**src/rtl/serdesphy_word_packer.sv**
```systemverilog
// Packs RATIO slices of IN_W bits into one OUT_W word, then queues the word in a 2-entry output FIFO.
// The word_count/drop_count statistics exist only when SERDESPHY_PACKER_STATS_EN is defined.
module serdesphy_word_packer #(
    parameter int IN_W      = 4,
    parameter int RATIO     = 2,
    parameter bit MSB_FIRST = 1'b0
) (
    input  logic                    clk,
    input  logic                    rst_n,
    input  logic [IN_W-1:0]         in_data,
    input  logic                    in_valid,
    output logic                    in_ready,
    input  logic                    flush,
    output logic [IN_W*RATIO-1:0]   out_data,
    output logic                    out_valid,
    input  logic                    out_ready,
    output logic                    partial,
    output logic [15:0]             word_count,
    output logic [7:0]              drop_count
);

    localparam int OUT_W = IN_W * RATIO;
    localparam int CNT_W = $clog2(RATIO);
    localparam logic [CNT_W-1:0] LAST = CNT_W'(RATIO - 1);

    // Handshake: a transfer occurs on the rising edge where valid and ready are both high.
    // in_ready depends only on flush and internal state. out_valid/out_data stay stable until popped.
    logic [CNT_W-1:0] cnt_q, cnt_d;
    logic [OUT_W-1:0] part_q, part_d;
    logic [OUT_W-1:0] word_w;
    logic [OUT_W-1:0] mem_q [2];
    logic             wr_ptr_q, rd_ptr_q;
    logic [1:0]       fill_q, fill_d;
    logic             last, accept, push, pop;
    logic [CNT_W-1:0] slot;

    assign last      = (cnt_q == LAST);
    assign in_ready  = !flush && !(last && (fill_q == 2'd2));
    assign accept    = in_valid && in_ready;
    assign push      = accept && last;
    assign out_valid = (fill_q != 2'd0);
    assign pop       = out_valid && out_ready;
    assign out_data  = mem_q[rd_ptr_q];
    assign partial   = (cnt_q != '0);
    assign slot      = MSB_FIRST ? (LAST - cnt_q) : cnt_q;

    always_comb begin
        word_w = part_q;
        word_w[int'(slot) * IN_W +: IN_W] = in_data;
        cnt_d  = cnt_q;
        part_d = part_q;
        if (flush) begin
            cnt_d  = '0;
            part_d = '0;
        end else if (accept) begin
            if (last) begin
                cnt_d  = '0;
                part_d = '0;
            end else begin
                cnt_d  = cnt_q + 1'b1;
                part_d = word_w;
            end
        end
        // push into a full FIFO cannot happen: in_ready blocks the last slice in that case
        fill_d = fill_q + {1'b0, push} - {1'b0, pop};
    end

    always_ff @(posedge clk or negedge rst_n) begin
        if (!rst_n) begin
            cnt_q    <= '0;
            part_q   <= '0;
            fill_q   <= 2'd0;
            wr_ptr_q <= 1'b0;
            rd_ptr_q <= 1'b0;
            for (int i = 0; i < 2; i++) begin
                mem_q[i] <= '0;
            end
        end else begin
            cnt_q  <= cnt_d;
            part_q <= part_d;
            fill_q <= fill_d;
            if (push) begin
                mem_q[wr_ptr_q] <= word_w;
                wr_ptr_q        <= ~wr_ptr_q;
            end
            if (pop) begin
                rd_ptr_q <= ~rd_ptr_q;
            end
        end
    end

`ifdef SERDESPHY_PACKER_STATS_EN
    logic [15:0] word_count_q;
    logic [7:0]  drop_count_q;

    always_ff @(posedge clk or negedge rst_n) begin
        if (!rst_n) begin
            word_count_q <= '0;
            drop_count_q <= '0;
        end else begin
            if (push) begin
                word_count_q <= word_count_q + 16'd1;
            end
            // only a flush that actually discards held slices counts as a drop
            if (flush && partial && (drop_count_q != 8'hFF)) begin
                drop_count_q <= drop_count_q + 8'd1;
            end
        end
    end

    assign word_count = word_count_q;
    assign drop_count = drop_count_q;
`else
    assign word_count = '0;
    assign drop_count = '0;
`endif

endmodule

```
**config.mk**
```make
export PLATFORM = sky130hd
export DESIGN_NAME = serdesphy_word_packer
export DESIGN_NICKNAME = d
export VERILOG_FILES = /design/src/rtl/serdesphy_word_packer.sv
export SDC_FILE = /design/constraint.sdc
export NUM_CORES = 1
export LEC_CHECK = 0
export BUFFER_PORTS_ARGS = -buffer_cell sky130_fd_sc_hd__buf_2
export CORE_MARGIN = 2
export CORE_UTILIZATION = 57
export CTS_BUF_LIST = sky130_fd_sc_hd__clkbuf_4 sky130_fd_sc_hd__clkbuf_8
export CTS_CLUSTER_SIZE = 20
export DETAILED_ROUTE_END_ITERATION = 12
export PLACE_DENSITY = 0.91
export SYNTH_ARGS = -nofsm -noshare
export SYNTH_HDL_FRONTEND = slang
export SYNTH_SLANG_ARGS = --single-unit
```
**constraint.sdc**
```tcl
create_clock -name clk -period 3 [get_ports clk]
set_input_delay 0.15 -clock clk [delete_from_list [all_inputs] [get_ports clk]]
set_output_delay 0.15 -clock clk [all_outputs]
set_load 0.05 [all_outputs]
```
==> out/results.tsv <==
stage	metric	value	unit
timing	unrepaired setup endpoints after global routing	no	
clock_network	TritonCTS Sinks	29	
timing	Worst slew margin	0.590	
floorplan	Row Count	18	
layout	Syn-to-layout area delta	4.79	%
logic_synthesis	Yosys warnings	0	
logic_synthesis	post-synthesis instance area	1540	um2
timing	final hold violations	0	
layout	final std cell area, no fill	1610	um2
placement	Port Buffer Count	19	
route	Avg Vias per Cell	5.04	
floorplan	Core Footprint	2520	um2
global_route	number of global-route vias before repair	898	
logic_synthesis	primary flip-flop cell chosen by synthesis mapping	sky130_fd_sc_hd__dfrtp_1	
timing	post-route fraction of the period consumed by the critical path	0.660	
power_and_ir_drop	sequential cell fraction of total power	0.399	
layout	ant diodes	0	
logic_synthesis	post-synthesis sequential element count	29	
global_route	pin count of the biggest net entering global routing	30	
timing	clock period minus worst slack	1.98	ns
logic_synthesis	area share of the leading cell type in the synthesized netlist	0.471	
floorplan	width of the die	56.0	um
logic_synthesis	register area share after synthesis	0.471	
worst_setup_path	Arrival @ worst endpoint	2.22	ns
worst_setup_path	Setup Crit Path Kind	flop to flop	
layout	final-stage net count	151	
clock_network	H-tree levels	2	
clock_network	cts hold-fix bufs	1	
worst_setup_path	launching element type of the critical path	flop	
logic_synthesis	most common library cells after synthesis	30 x sky130_fd_sc_hd__mux2_2, 29 x sky130_fd_sc_hd__dfrtp_1, 25 x sky130_fd_sc_hd__buf_4, 5 x sky130_fd_sc_hd__and2_1, 4 x sky130_fd_sc_hd__a22o_1	
global_route	GRT Util Overall	0.184	
logic_synthesis	leading area contributor after synthesis	sky130_fd_sc_hd__dfrtp_1	
route	antenna viol nets, final	0	
global_route	initial antenna violation count	0	
placement	DP HPWL	1850	um
worst_setup_path	Crit path required time	3.24	ns
logic_synthesis	number of enable flip-flop cells after synthesis	0	
clock_network	clock latency reported for the late side of the worst-skew pair	0.31	ns
power_and_ir_drop	total net switching power	0.687	mW
placement	GPL Wtd Cong	0.755	
placement	post-placement cell area	1560	um2
power_and_ir_drop	fraction of power consumed by combinational cells	0.473	
timing	transition time at the pin with the least slew margin	0.615	ns
clock_network	TritonCTS Buffers	5	
layout	fraction of final layout cells with drive strength greater than 1	0.446	
outcome	result of the run	complete, no violations	
timing	clock tree skew after final layout	0.00665	ns
clock_network	buffers from clock root to sink, at most	2	
power_and_ir_drop	P_leak	0.847	nW
flow_run	max-cap check violation count	0	
power_and_ir_drop	proportion of total power due to net switching	0.445	
clock_network	clock slew seen by the registers of the worst setup and hold paths	0.08	ns
logic_synthesis	fraction of registers with async set or reset after synthesis	1.00	
floorplan	vertical extent of the die	56.0	um
route	drt wl/cell	14.4	um
power_and_ir_drop	power density cells	957	nW/um2
worst_hold_path	HP Class	input pin to flop	
floorplan	area enclosed by the die boundary	3130	um2
power_and_ir_drop	largest voltage drop on the vdd net	0.636	mV
logic_synthesis	syn avg cell area	13.2	um2
logic_synthesis	Area contributors post-synth	sky130_fd_sc_hd__dfrtp_1 47%, sky130_fd_sc_hd__mux2_2 22%, sky130_fd_sc_hd__buf_4 12%	
timing	maximum frequency from static timing analysis	0.505	GHz
route	drc violations	0	
clock_network	TritonCTS clock tree	yes	
timing	Finish-stage setup viols	0	
timing	aggregate negative setup slack	0	ns
logic_synthesis	synthesized netlist cell count	117	
worst_setup_path	CP Capture Type	flop	
global_route	GRT Residual Overflow	0	
worst_setup_path	maximum fanout along the worst path	14	
global_route	first-pass GRT wire length	4280	um
logic_synthesis	number of different library cells in the post-synthesis netlist	24	
route	aggregate routed wire length	2430	um
power_and_ir_drop	clock network power share	0.128	
layout	fin cells	169	
logic_synthesis	most used standard cell by instance count after synthesis	sky130_fd_sc_hd__mux2_2	
floorplan	I/O pin count	44	
clock_network	post-CTS setup buffer count	0	
clock_network	CTS resizes	0	
clock_network	CTS Root Cell	sky130_fd_sc_hd__clkbuf_4	
route	Via Count	852	
power_and_ir_drop	internal portion of total power	0.857	mW
floorplan	Initial Utilization	0.611	
route	router iterations before antenna repair	3	
worst_setup_path	reg-to-reg slack, setup	1.02	ns
timing	total count of max-transition violations in the final report	0	
placement	cell count after placement	162	
route	initial DRC count	4	
final timing paths:
kind                                         end  depth (start not counted)                  start
setup / recovery             fill_q[1]$_DFF_PN0_                          7    partial$_DFFE_PN0P_
hold / removal             part_q[0]$_DFFE_PN0P_                          2             in_data[0]
setup reg to reg             fill_q[1]$_DFF_PN0_                          7    partial$_DFFE_PN0P_
hold reg to reg            part_q[6]$_DFFE_PN0P_                          1  part_q[6]$_DFFE_PN0P_
max in group asynchronous   mem_q[0]$_DFFE_PN0P_                          2                  rst_n
min in group asynchronous   wr_ptr_q$_DFFE_PN0P_                          2                  rst_n
layout make-up:
cell class                      instances  area, um2
Tap cell                               30       37.5
Sequential cell                        29        726
Multi-Input combinational cell         83        699
Clock inverter                          1       5.00
Clock buffer                            5       37.5
Timing Repair Buffer                   20        105
Inverter                                1       3.75
Fill cell                             198        908
flip-flops by register name, indices dropped and copies added (netlist names):
register,flops
part_q,8
partial,1
mem_q,16
wr_ptr_q,1
fill_q,2
rd_ptr_q,1
kinds of logic (layout without fill, tap and decap cells):
| logic type | Yosys count | count (layout) | share of synthesized area |
|---|---|---|---|
| multiplexers | 32 | 32 | 0.239 |
| AND/OR/NAND/NOR | 14 | 14 | 0.0829 |
| AO/OA/AOI/OAI | 7 | 7 | 0.0349 |
| flip-flops | 29 | 29 | 0.471 |
| other | 1 | 24 | 0.00243 |
| adder cells (fa/ha/maj) | 2 | 2 | 0.0162 |
| XOR/XNOR | 4 | 4 | 0.0227 |
| buffers and inverters | 28 | 27 | 0.131 |
power by group through the flow:
stage,clock network [mW],logic (mW),registers [mW]
floorplan,0,0.664,0.577
global placement,0,0.708,0.613
detailed placement,0,0.733,0.627
CTS,0.206,0.737,0.619
global route,0.228,0.774,0.641
finish,0.198,0.730,0.615
worst max-delay path, cell delays in order, from the launching register on:
cell	delay [ns]
sky130_fd_sc_hd__dfrtp_1	0.64
sky130_fd_sc_hd__and2b_4	0.28
sky130_fd_sc_hd__nand3_1	0.12
sky130_fd_sc_hd__ha_1	0.31
sky130_fd_sc_hd__inv_1	0.05
sky130_fd_sc_hd__ha_1	0.19
sky130_fd_sc_hd__xnor2_1	0.18
sky130_fd_sc_hd__xnor2_1	0.14
through the flow:
step	setup slack, ns	utilization	power, mW	hold slack [ns]
final	1.02	0.640	1.54	0.100
after global routing	0.863	0.640	1.64	0.0890
after CTS	0.994	0.640	1.56	0.0901
after detailed placement	1.01	0.619	1.36	0.197
after global placement	1.16	0.619	1.32	0.191
after floorplan	1.08	-	1.24	-0.146
layout by cell type, fill, tap and decap left out, types with 2 or more instances in the layout:
cell type                  synthesis  final
sky130_fd_sc_hd__mux2_2           30     30
sky130_fd_sc_hd__dfrtp_1          29     29
sky130_fd_sc_hd__conb_1            1     24
sky130_fd_sc_hd__buf_2             2     19
sky130_fd_sc_hd__and2_1            5      5
sky130_fd_sc_hd__clkbuf_4          0      5
sky130_fd_sc_hd__a22o_1            4      4
sky130_fd_sc_hd__xnor2_1           3      3
sky130_fd_sc_hd__mux2_4            2      2
sky130_fd_sc_hd__ha_1              2      2
layer usage:
layer	routed length [um]	vias to the layer above	share of wire	track usage
met1	1000	419	0.41	0.214
met5	0	-	0	0
met3	120	3	0.049	0.0837
met2	1290	29	0.53	0.303
li1	-	401	-	-
met4	21	0	0.0086	0.0612
Note: power is estimated with default switching activity, not from simulation.
